File: src/rtl/alu_sequencer_if.sv
// Instruction handshake bundle between an instruction source and alu_sequencer.
interface alu_sequencer_if #(parameter int RW = 2);
  logic          instr_valid;
  logic          instr_ready;
  logic [3:0]    instr_op;
  logic [RW-1:0] instr_rd;
  logic [RW-1:0] instr_rs;
  logic          instr_imm_en;
  logic [7:0]    instr_imm;

  modport master (
    output instr_valid, instr_op, instr_rd, instr_rs, instr_imm_en, instr_imm,
    input  instr_ready
  );

  modport slave (
    input  instr_valid, instr_op, instr_rd, instr_rs, instr_imm_en, instr_imm,
    output instr_ready
  );
endinterface

File: src/rtl/alu_sequencer.sv
// Execute-stage front end for an external combinational 8-bit ALU: operand fetch,
// settle, capture and write-back, one instruction in flight.
//   state   | meaning
//   S_IDLE  | ready; latch instruction on valid
//   S_LOAD  | register ALU select/operands from the register file
//   S_EXEC  | ALU settles; capture result and flags at end of cycle
//   S_WRITE | done pulse; write back capture regs at end of cycle
module alu_sequencer #(
  parameter int          NUM_REGS  = 4,
  parameter logic [7:0]  RESET_VAL = 8'h00,
  localparam int         RW        = $clog2(NUM_REGS)
) (
  input  logic                clk,
  input  logic                reset,
  alu_sequencer_if.slave      instr,
  output logic [3:0]          alu_fsel,
  output logic [7:0]          alu_opA,
  output logic [7:0]          alu_opB,
  input  logic [7:0]          alu_result,
  input  logic [3:0]          alu_sreg,
  output logic [3:0]          status,
  output logic                done,
  input  logic [RW-1:0]       dbg_addr,
  output logic [7:0]          dbg_data
);

  typedef enum logic [1:0] {S_IDLE, S_LOAD, S_EXEC, S_WRITE} state_t;

  state_t        state_q, state_d;
  logic [3:0]    op_q, op_d;
  logic [RW-1:0] rd_q, rd_d;
  logic [RW-1:0] rs_q, rs_d;
  logic          imm_en_q, imm_en_d;
  logic [7:0]    imm_q, imm_d;
  logic [3:0]    fsel_q, fsel_d;
  logic [7:0]    opa_q, opa_d;
  logic [7:0]    opb_q, opb_d;
  logic [7:0]    result_q, result_d;
  logic [3:0]    sreg_q, sreg_d;
  logic [3:0]    status_q, status_d;
  logic [7:0]    regs_q [NUM_REGS];
  logic [7:0]    regs_d [NUM_REGS];
  logic          wr_reg;
  logic          wr_status;

  // CMP only updates flags; every unlisted code is a NOP that still retires.
  always_comb begin
    wr_reg = 1'b0;
    case (op_q)
      4'd1, 4'd2, 4'd3, 4'd4, 4'd6, 4'd7: wr_reg = 1'b1;
      default:                            wr_reg = 1'b0;
    endcase
    wr_status = wr_reg || (op_q == 4'd5);
  end

  always_comb begin
    state_d  = state_q;
    op_d     = op_q;
    rd_d     = rd_q;
    rs_d     = rs_q;
    imm_en_d = imm_en_q;
    imm_d    = imm_q;
    fsel_d   = fsel_q;
    opa_d    = opa_q;
    opb_d    = opb_q;
    result_d = result_q;
    sreg_d   = sreg_q;
    status_d = status_q;
    regs_d   = regs_q;
    case (state_q)
      S_IDLE: begin
        if (instr.instr_valid) begin
          op_d     = instr.instr_op;
          rd_d     = instr.instr_rd;
          rs_d     = instr.instr_rs;
          imm_en_d = instr.instr_imm_en;
          imm_d    = instr.instr_imm;
          state_d  = S_LOAD;
        end
      end
      S_LOAD: begin
        fsel_d  = op_q;
        opa_d   = regs_q[rd_q];
        opb_d   = imm_en_q ? imm_q : regs_q[rs_q];
        state_d = S_EXEC;
      end
      S_EXEC: begin
        result_d = alu_result;
        sreg_d   = alu_sreg;
        state_d  = S_WRITE;
      end
      S_WRITE: begin
        if (wr_reg)    regs_d[rd_q] = result_q;
        if (wr_status) status_d     = sreg_q;
        state_d = S_IDLE;
      end
      default: state_d = S_IDLE;
    endcase
  end

  always_ff @(posedge clk) begin
    if (reset) begin
      state_q  <= S_IDLE;
      op_q     <= '0;
      rd_q     <= '0;
      rs_q     <= '0;
      imm_en_q <= 1'b0;
      imm_q    <= '0;
      fsel_q   <= '0;
      opa_q    <= '0;
      opb_q    <= '0;
      result_q <= '0;
      sreg_q   <= '0;
      status_q <= '0;
      for (int i = 0; i < NUM_REGS; i++) regs_q[i] <= RESET_VAL;
    end else begin
      state_q  <= state_d;
      op_q     <= op_d;
      rd_q     <= rd_d;
      rs_q     <= rs_d;
      imm_en_q <= imm_en_d;
      imm_q    <= imm_d;
      fsel_q   <= fsel_d;
      opa_q    <= opa_d;
      opb_q    <= opb_d;
      result_q <= result_d;
      sreg_q   <= sreg_d;
      status_q <= status_d;
      regs_q   <= regs_d;
    end
  end

  assign instr.instr_ready = (state_q == S_IDLE);
  assign done              = (state_q == S_WRITE);
  assign alu_fsel          = fsel_q;
  assign alu_opA           = opa_q;
  assign alu_opB           = opb_q;
  assign status            = status_q;
  assign dbg_data          = regs_q[dbg_addr];

endmodule
File: src/flat_wrapper.sv
// flat-port wrapper written by rule: the top's interface ports become plain ports
module alu_sequencer_flat 
#(
  parameter int          NUM_REGS  = 4,
  parameter logic [7:0]  RESET_VAL = 8'h00,
  localparam int         RW        = $clog2(NUM_REGS)
)
  (clk, reset, alu_fsel, alu_opA, alu_opB, alu_result, alu_sreg, status, done, dbg_addr, dbg_data, instr_instr_valid, instr_instr_op, instr_instr_rd, instr_instr_rs, instr_instr_imm_en, instr_instr_imm, instr_instr_ready);
  alu_sequencer_if instr_i ();
  input  logic clk;
  input  logic reset;
  output logic [3:0] alu_fsel;
  output logic [7:0] alu_opA;
  output logic [7:0] alu_opB;
  input  logic [7:0] alu_result;
  input  logic [3:0] alu_sreg;
  output logic [3:0] status;
  output logic done;
  input  logic [RW-1:0] dbg_addr;
  output logic [7:0] dbg_data;
  input wire logic [$bits(instr_i.instr_valid)-1:0] instr_instr_valid;
  input wire logic [$bits(instr_i.instr_op)-1:0] instr_instr_op;
  input wire logic [$bits(instr_i.instr_rd)-1:0] instr_instr_rd;
  input wire logic [$bits(instr_i.instr_rs)-1:0] instr_instr_rs;
  input wire logic [$bits(instr_i.instr_imm_en)-1:0] instr_instr_imm_en;
  input wire logic [$bits(instr_i.instr_imm)-1:0] instr_instr_imm;
  output wire logic [$bits(instr_i.instr_ready)-1:0] instr_instr_ready;
  assign instr_i.instr_valid = instr_instr_valid;
  assign instr_i.instr_op = instr_instr_op;
  assign instr_i.instr_rd = instr_instr_rd;
  assign instr_i.instr_rs = instr_instr_rs;
  assign instr_i.instr_imm_en = instr_instr_imm_en;
  assign instr_i.instr_imm = instr_instr_imm;
  assign instr_instr_ready = instr_i.instr_ready;
  alu_sequencer #(.NUM_REGS(NUM_REGS), .RESET_VAL(RESET_VAL)) u_core (.clk(clk), .reset(reset), .instr(instr_i), .alu_fsel(alu_fsel), .alu_opA(alu_opA), .alu_opB(alu_opB), .alu_result(alu_result), .alu_sreg(alu_sreg), .status(status), .done(done), .dbg_addr(dbg_addr), .dbg_data(dbg_data));
endmodule
File: config.mk
export PLATFORM = sky130hd
export DESIGN_NAME = alu_sequencer_flat
export DESIGN_NICKNAME = d
export VERILOG_FILES = /design/src/rtl/alu_sequencer_if.sv /design/src/rtl/alu_sequencer.sv /design/src/flat_wrapper.sv
export SDC_FILE = /design/constraint.sdc
export NUM_CORES = 1
export LEC_CHECK = 0
export ABC_AREA = 1
export CAP_MARGIN = 15
export CORE_ASPECT_RATIO = 0.8
export CORE_MARGIN = 5
export CORE_UTILIZATION = 50
export DETAILED_ROUTE_END_ITERATION = 10
export GPL_TIMING_DRIVEN = 0
export PLACE_DENSITY = 0.83
export SETUP_SLACK_MARGIN = 0.4
export SLEW_MARGIN = 10
export SYNTH_ARGS = -nofsm -noshare
export SYNTH_HDL_FRONTEND = slang
export SYNTH_SLANG_ARGS = --single-unit
export TNS_END_PERCENT = 30
File: constraint.sdc
create_clock -name clk -period 2 [get_ports clk]
set_clock_uncertainty 0.1 [all_clocks]
set_input_delay 0.2 -clock clk [delete_from_list [all_inputs] [get_ports clk]]
set_output_delay 0.2 -clock clk [all_outputs]
set_load 0.005 [all_outputs]
# Yosys cells after proc, flatten, opt, wreduce, memory -nomap -nowiden
# Cells that the tools add are included.
dict set report word_totals {
  ff_bits 87
  out_inout_bits 34
}
dict set report op_classes {
  n_lt_le_gt_ge 4
  eq_ne 11
  n_mux 16
  n_bitwise 3
  n_reduce_logical 7
}
# cell count
set ops {}
lappend ops {{8-bit 2-to-1 mux} 8}
lappend ops {{8-bit binary-select mux with 2-bit select} 3}
lappend ops {{32-bit bitwise mux} 1}
lappend ops {{8-bit demux with 2-bit select} 1}
lappend ops {{4-bit by 3-bit equality test with 1-bit output, second input constant} 4}
lappend ops {{3-bit >= comparator, second input constant} 3}
lappend ops {{2-bit inverter with 3-bit output} 3}
lappend ops {{4-bit by 2-bit equality test with 1-bit output, second input constant} 2}
lappend ops {{2-bit case mux with 4 select lines} 1}
lappend ops {{2-bit AND reduction} 3}
lappend ops {{6-bit OR reduction} 1}
lappend ops {{2-bit equality test, second input constant} 2}
lappend ops {{4-bit by 1-bit equality test with 1-bit output, second input constant} 1}
lappend ops {{3-bit by 1-bit < comparator with 1-bit output, second input constant} 1}
lappend ops {{2-bit by 1-bit equality test with 1-bit output, second input constant} 1}
lappend ops {{2-bit zero test} 1}
lappend ops {{2-bit 2-to-1 mux} 1}
lappend ops {{2-bit inequality test, second input constant} 1}
lappend ops {{1-bit logical AND} 1}
lappend ops {{1-bit logical OR} 1}
lappend ops {{1-bit 2-to-1 mux} 1}

# Longest topological paths before layout
dict set report depth {
  word_depth 6
  ltp_mapped 8
}

# Least setup slack after synthesis
# OpenSTA, ideal clock, no wires.
dict set report synth_timing {
  kind {register -> register}
  start {reg u_core.state_q[0]}
  end {reg u_core.regs_q[0] (netlist bit)}
  setup_time_ps 110
  arrival_time_ps 1206
  setup_slack_ps 584
  stages_incl_launch_ff 7
  path_cell_list {dfxtp_1 ha_1 buf_4 buf_1 nand4_1 nand2_1 nor2_1}
}
dict set report synth_via {
  elab_chain_len 2
}
# element line
set synth_lines {}
lappend synth_lines {{start: declaration} alu_sequencer.sv:29} ;# state_t state_q, state_d;
lappend synth_lines {{start signal: assignment} alu_sequencer.sv:117} ;# state_q <= state_d;
lappend synth_lines {{2-bit equality test} n/a}
lappend synth_lines {{named net done} flat_wrapper.sv:18} ;# output logic done;
lappend synth_lines {{2-bit AND reduction (no line)} n/a}
lappend synth_lines {{end signal: assignment} alu_sequencer.sv:129} ;# regs_q <= regs_d;
lappend synth_lines {{end: declaration} alu_sequencer.sv:41} ;# logic [7:0] regs_q [NUM_REGS];
# The timed path passes the listed nets, and every way through them passes these cells.
# A chain may end at the register's enable or synchronous reset.

# Worst setup path in the final report
dict set report layout_timing {
  start {reg u_core.regs_q[16] (netlist bit)}
  end {out dbg_data[0]}
}
dict set report layout_via {
  elab_chain_len 3
}
# element line
set layout_lines {}
lappend layout_lines {{8-bit binary-select mux with 2-bit select} alu_sequencer.sv:139} ;# assign dbg_data = regs_q[dbg_addr];
lappend layout_lines {{8-bit 2-to-1 mux (implied by the code) (2 in a row)} alu_sequencer.sv:139}
lappend layout_lines {{end: declaration} flat_wrapper.sv:20} ;# output logic [7:0] dbg_data;
# Every way passes these cells. The select of a mux whose other input is x is not followed.

==> impl_metrics.tcl <==
set metrics [dict create \
    holdPathStages 3 \
    initial_utilization 0.506 \
    ctsHoldBuffers 0 \
    end_kind "primary output" \
    reg2reg_slack_ns 0.41 \
    reg2reg_to "u_core.alu_fsel[2]" \
    grt-ovfl-total 0 \
    crit_path_cell_trace "inv_2, o21ai_1, a21oi_1, a21oi_1, clkdlybuf4s15_2" \
    drcViolationCount 0 \
    ys_seq_area_frac 0.410 \
    hold_viol 0 \
    diodes 0 \
    synth.area.top_cells "dfxtp_1 41%, a21oi_1 10%, o21ai_0 8.7%, inv_1 7.7%, nand2_1 7.7%" \
    critPathSlowestCell "dfxtp_2" \
    p_seq_frac 0.376 \
    arrival_ns 1.33 \
    synthDistinctLibCells 31 \
    max-slew-margin-rel 0.645 \
    synth_edf_count 0 \
    fp-row-count 30 \
    clk_latency_ns 0.36 \
    synth_top_area_share 0.410 \
    internal_power_uw 3690 \
    rsz0062_at_grt "yes" \
    cpMostUsedCell "a21oi_1" \
    grt_pass1_wl_mm 21.8 \
    syn2layout_area_growth_pct 27.5 \
    regArea_mm2 0.00175 \
    dp_hpwl_mm 10.0 \
    htreeDepth 3 \
    viasPerCell 5.62 \
    min_period_ns 1.63 \
    crit_type "reg2out" \
    outcome "completed" \
    leakage_uw 0.00220 \
    required_ns 1.70 \
    multi_input_area_mm2 0.00201 \
    worstHoldEndpoint "u_core.sreg_q[2]" \
    wl_mm 14.1 \
    cts_root_buf "clkbuf_8" \
    cts_sinks 87 \
    worst_pin_slew_ns 0.533 \
    gp_congestion 0.960 \
    io_pins 68 \
    dieArea_mm2 0.0105 \
    ys_seq_elements 87 \
    hold_ws_ns 0.339 \
    min-delay-path-class "in2reg" \
    setup_viol 0 \
    clk_path_buf_depth 2 \
    peakVddDrop_v 0.000769 \
    worstPathMaxFanout 3 \
    maxCapViolations 0 \
    cts_tree "built" \
    clkPwrFrac 0.183 \
    core_region_area_mm2 0.00841 \
    min_period_over_period 0.815 \
    power_density_mw_per_mm2 1170 \
    die_w_um 113 \
    min_from "alu_sreg[2]" \
    drt_iter0_markers 379 \
    synth_fp_nets 650 \
    fillCellCount 807 \
    syn_area_per_cell_um2 6.95 \
    track_usage 0.266 \
    async_flop_share 0 \
    cp_slowest_stage_delay_ns 0.34 \
    yosysTopAreaCell "dfxtp_1" \
    ys_top_cells_by_count "87 x dfxtp_1, 87 x inv_1, 87 x nand2_1" \
    wl_per_cell_um 17.2 \
    grt_max_degree 17 \
    synthCells 612 \
    synth_ff_type "dfxtp_1" \
    antenna_found_initial 0 \
    syn_area_mm2 0.00425 \
    timing.fmax_mhz 614 \
    ant_nets 0 \
    final_nets 740 \
    post-route-util 0.645 \
    switching_power_uw 2650 \
    power_uw 6340 \
    cts_made_buffers 9 \
    yosysWarnings 0 \
    vias 4605 \
    drive_gt1_frac 0.156 \
    die_h_um 92.5 \
    reg2regPathDepth 7 \
    switching_share 0.418 \
    combPwrFrac 0.442 \
    grt_pass1_vias 4339 \
    drt_pass1_iterations 6 \
    fin_tns_setup_ns 0 \
    start_kind "register" \
    clk_pin_slew_ns 0.09 \
    port_buffers 66 \
    slew_violations 0 \
    reg2reg_from "u_core.state_q[1]" \
]
==> final cells by class <==
cell class,count,area share
Multi-Input combinational cell,394,0.371
Clock buffer,10,0.0235
Sequential cell,87,0.323
Timing Repair inverter,2,0.00231
Tap cell,112,0.0258
Clock inverter,6,0.00946
Timing Repair Buffer,77,0.135
Inverter,94,0.0685
Buffer,37,0.0411
==> worst max-delay path: cells and delay by family, from the launching register on <==
kind / cells / cell delay, ns
compound gates: 3 / 0.36
flops: 1 / 0.34
buf+inv: 2 / 0.27
==> power by group through the flow <==
stage               sequential, uW  clock, uW  combinational, uW
finish                        2380       1160               2800
global placement              2380          0               2500
global route                  2420       1250               3070
CTS                           2370       1160               2660
floorplan                     2370          0               1530
detailed placement            2400          0               2570
==> state kept, by name, summed over array words and instances (netlist names) <==
register,count
u_core.alu_fsel,4
u_core.alu_opA,8
u_core.alu_opB,8
u_core.imm_en_q,1
u_core.imm_q,8
u_core.op_q,4
u_core.rd_q,2
u_core.regs_q,32
u_core.result_q,8
u_core.rs_q,2
u_core.sreg_q,4
u_core.state_q,2
u_core.status,4
==> cells by family (layout without fill, tap and decap cells) <==
kind of cell,after synthesis,after routing,share of synthesized area
DFF,87,87,0.410
and+or+nand+nor,211,211,0.229
buffers and inverters,131,226,0.128
adders and majority gates,4,4,0.0118
AOI/OAI and AO/OA,179,179,0.222
==> per-stage QoR <==
stage	instance area (um2)	setup WS (ns)	cells
floorplan	4250	0.584	612
global placement	5050	-0.375	790
detailed placement	5050	-0.400	790
CTS	5350	0.293	813
global route	5420	0.319	819
finish	5420	0.370	819
==> cell usage in the layout, fill, tap and decap left out, drive strengths merged <==
cell type and n:
a31oi 3, clkdlybuf4s15 2, nand4 32, clkbuf 27, o21a 3, clkinvlp 7, a221oi 1, o22ai 4
a21oi 86, a41oi 3, inv 92, nor2 70, clkdlybuf4s50 55, nand3 13, buf 36, nor3 4
clkinv 3, dfxtp 87, nand2 92, ha 4, dlygate4sd2 4, o21ai 79
==> worst max-delay path by stage <==
stage,from,end,slack (ns)
after floorplan,u_core.state_q[0],u_core.regs_q[0],0.58
final,u_core.regs_q[16],dbg_data[0],0.37
after CTS,u_core.regs_q[19],dbg_data[3],0.29
after global placement,dbg_addr[1],dbg_data[3],-0.37
after detailed placement,dbg_addr[1],dbg_data[3],-0.40
after global routing,u_core.regs_q[22],dbg_data[6],0.32
==> per-layer routing <==
metal	vias to the layer above	wire, um	track usage
met2	258	6410	0.423
met3	34	1390	0.0718
met5	-	0	0
met4	0	317	0.0871
met1	2127	5990	0.351
li1	2186	-	-
==> timing repair <==
item,4_1_cts,5_1_grt
gates cloned,0,2
buffers inserted,7,4
gates resized for setup,60,37
pin swaps,3,2
setup endpoints to repair,51,71
Power figures use the tool's default switching activity.
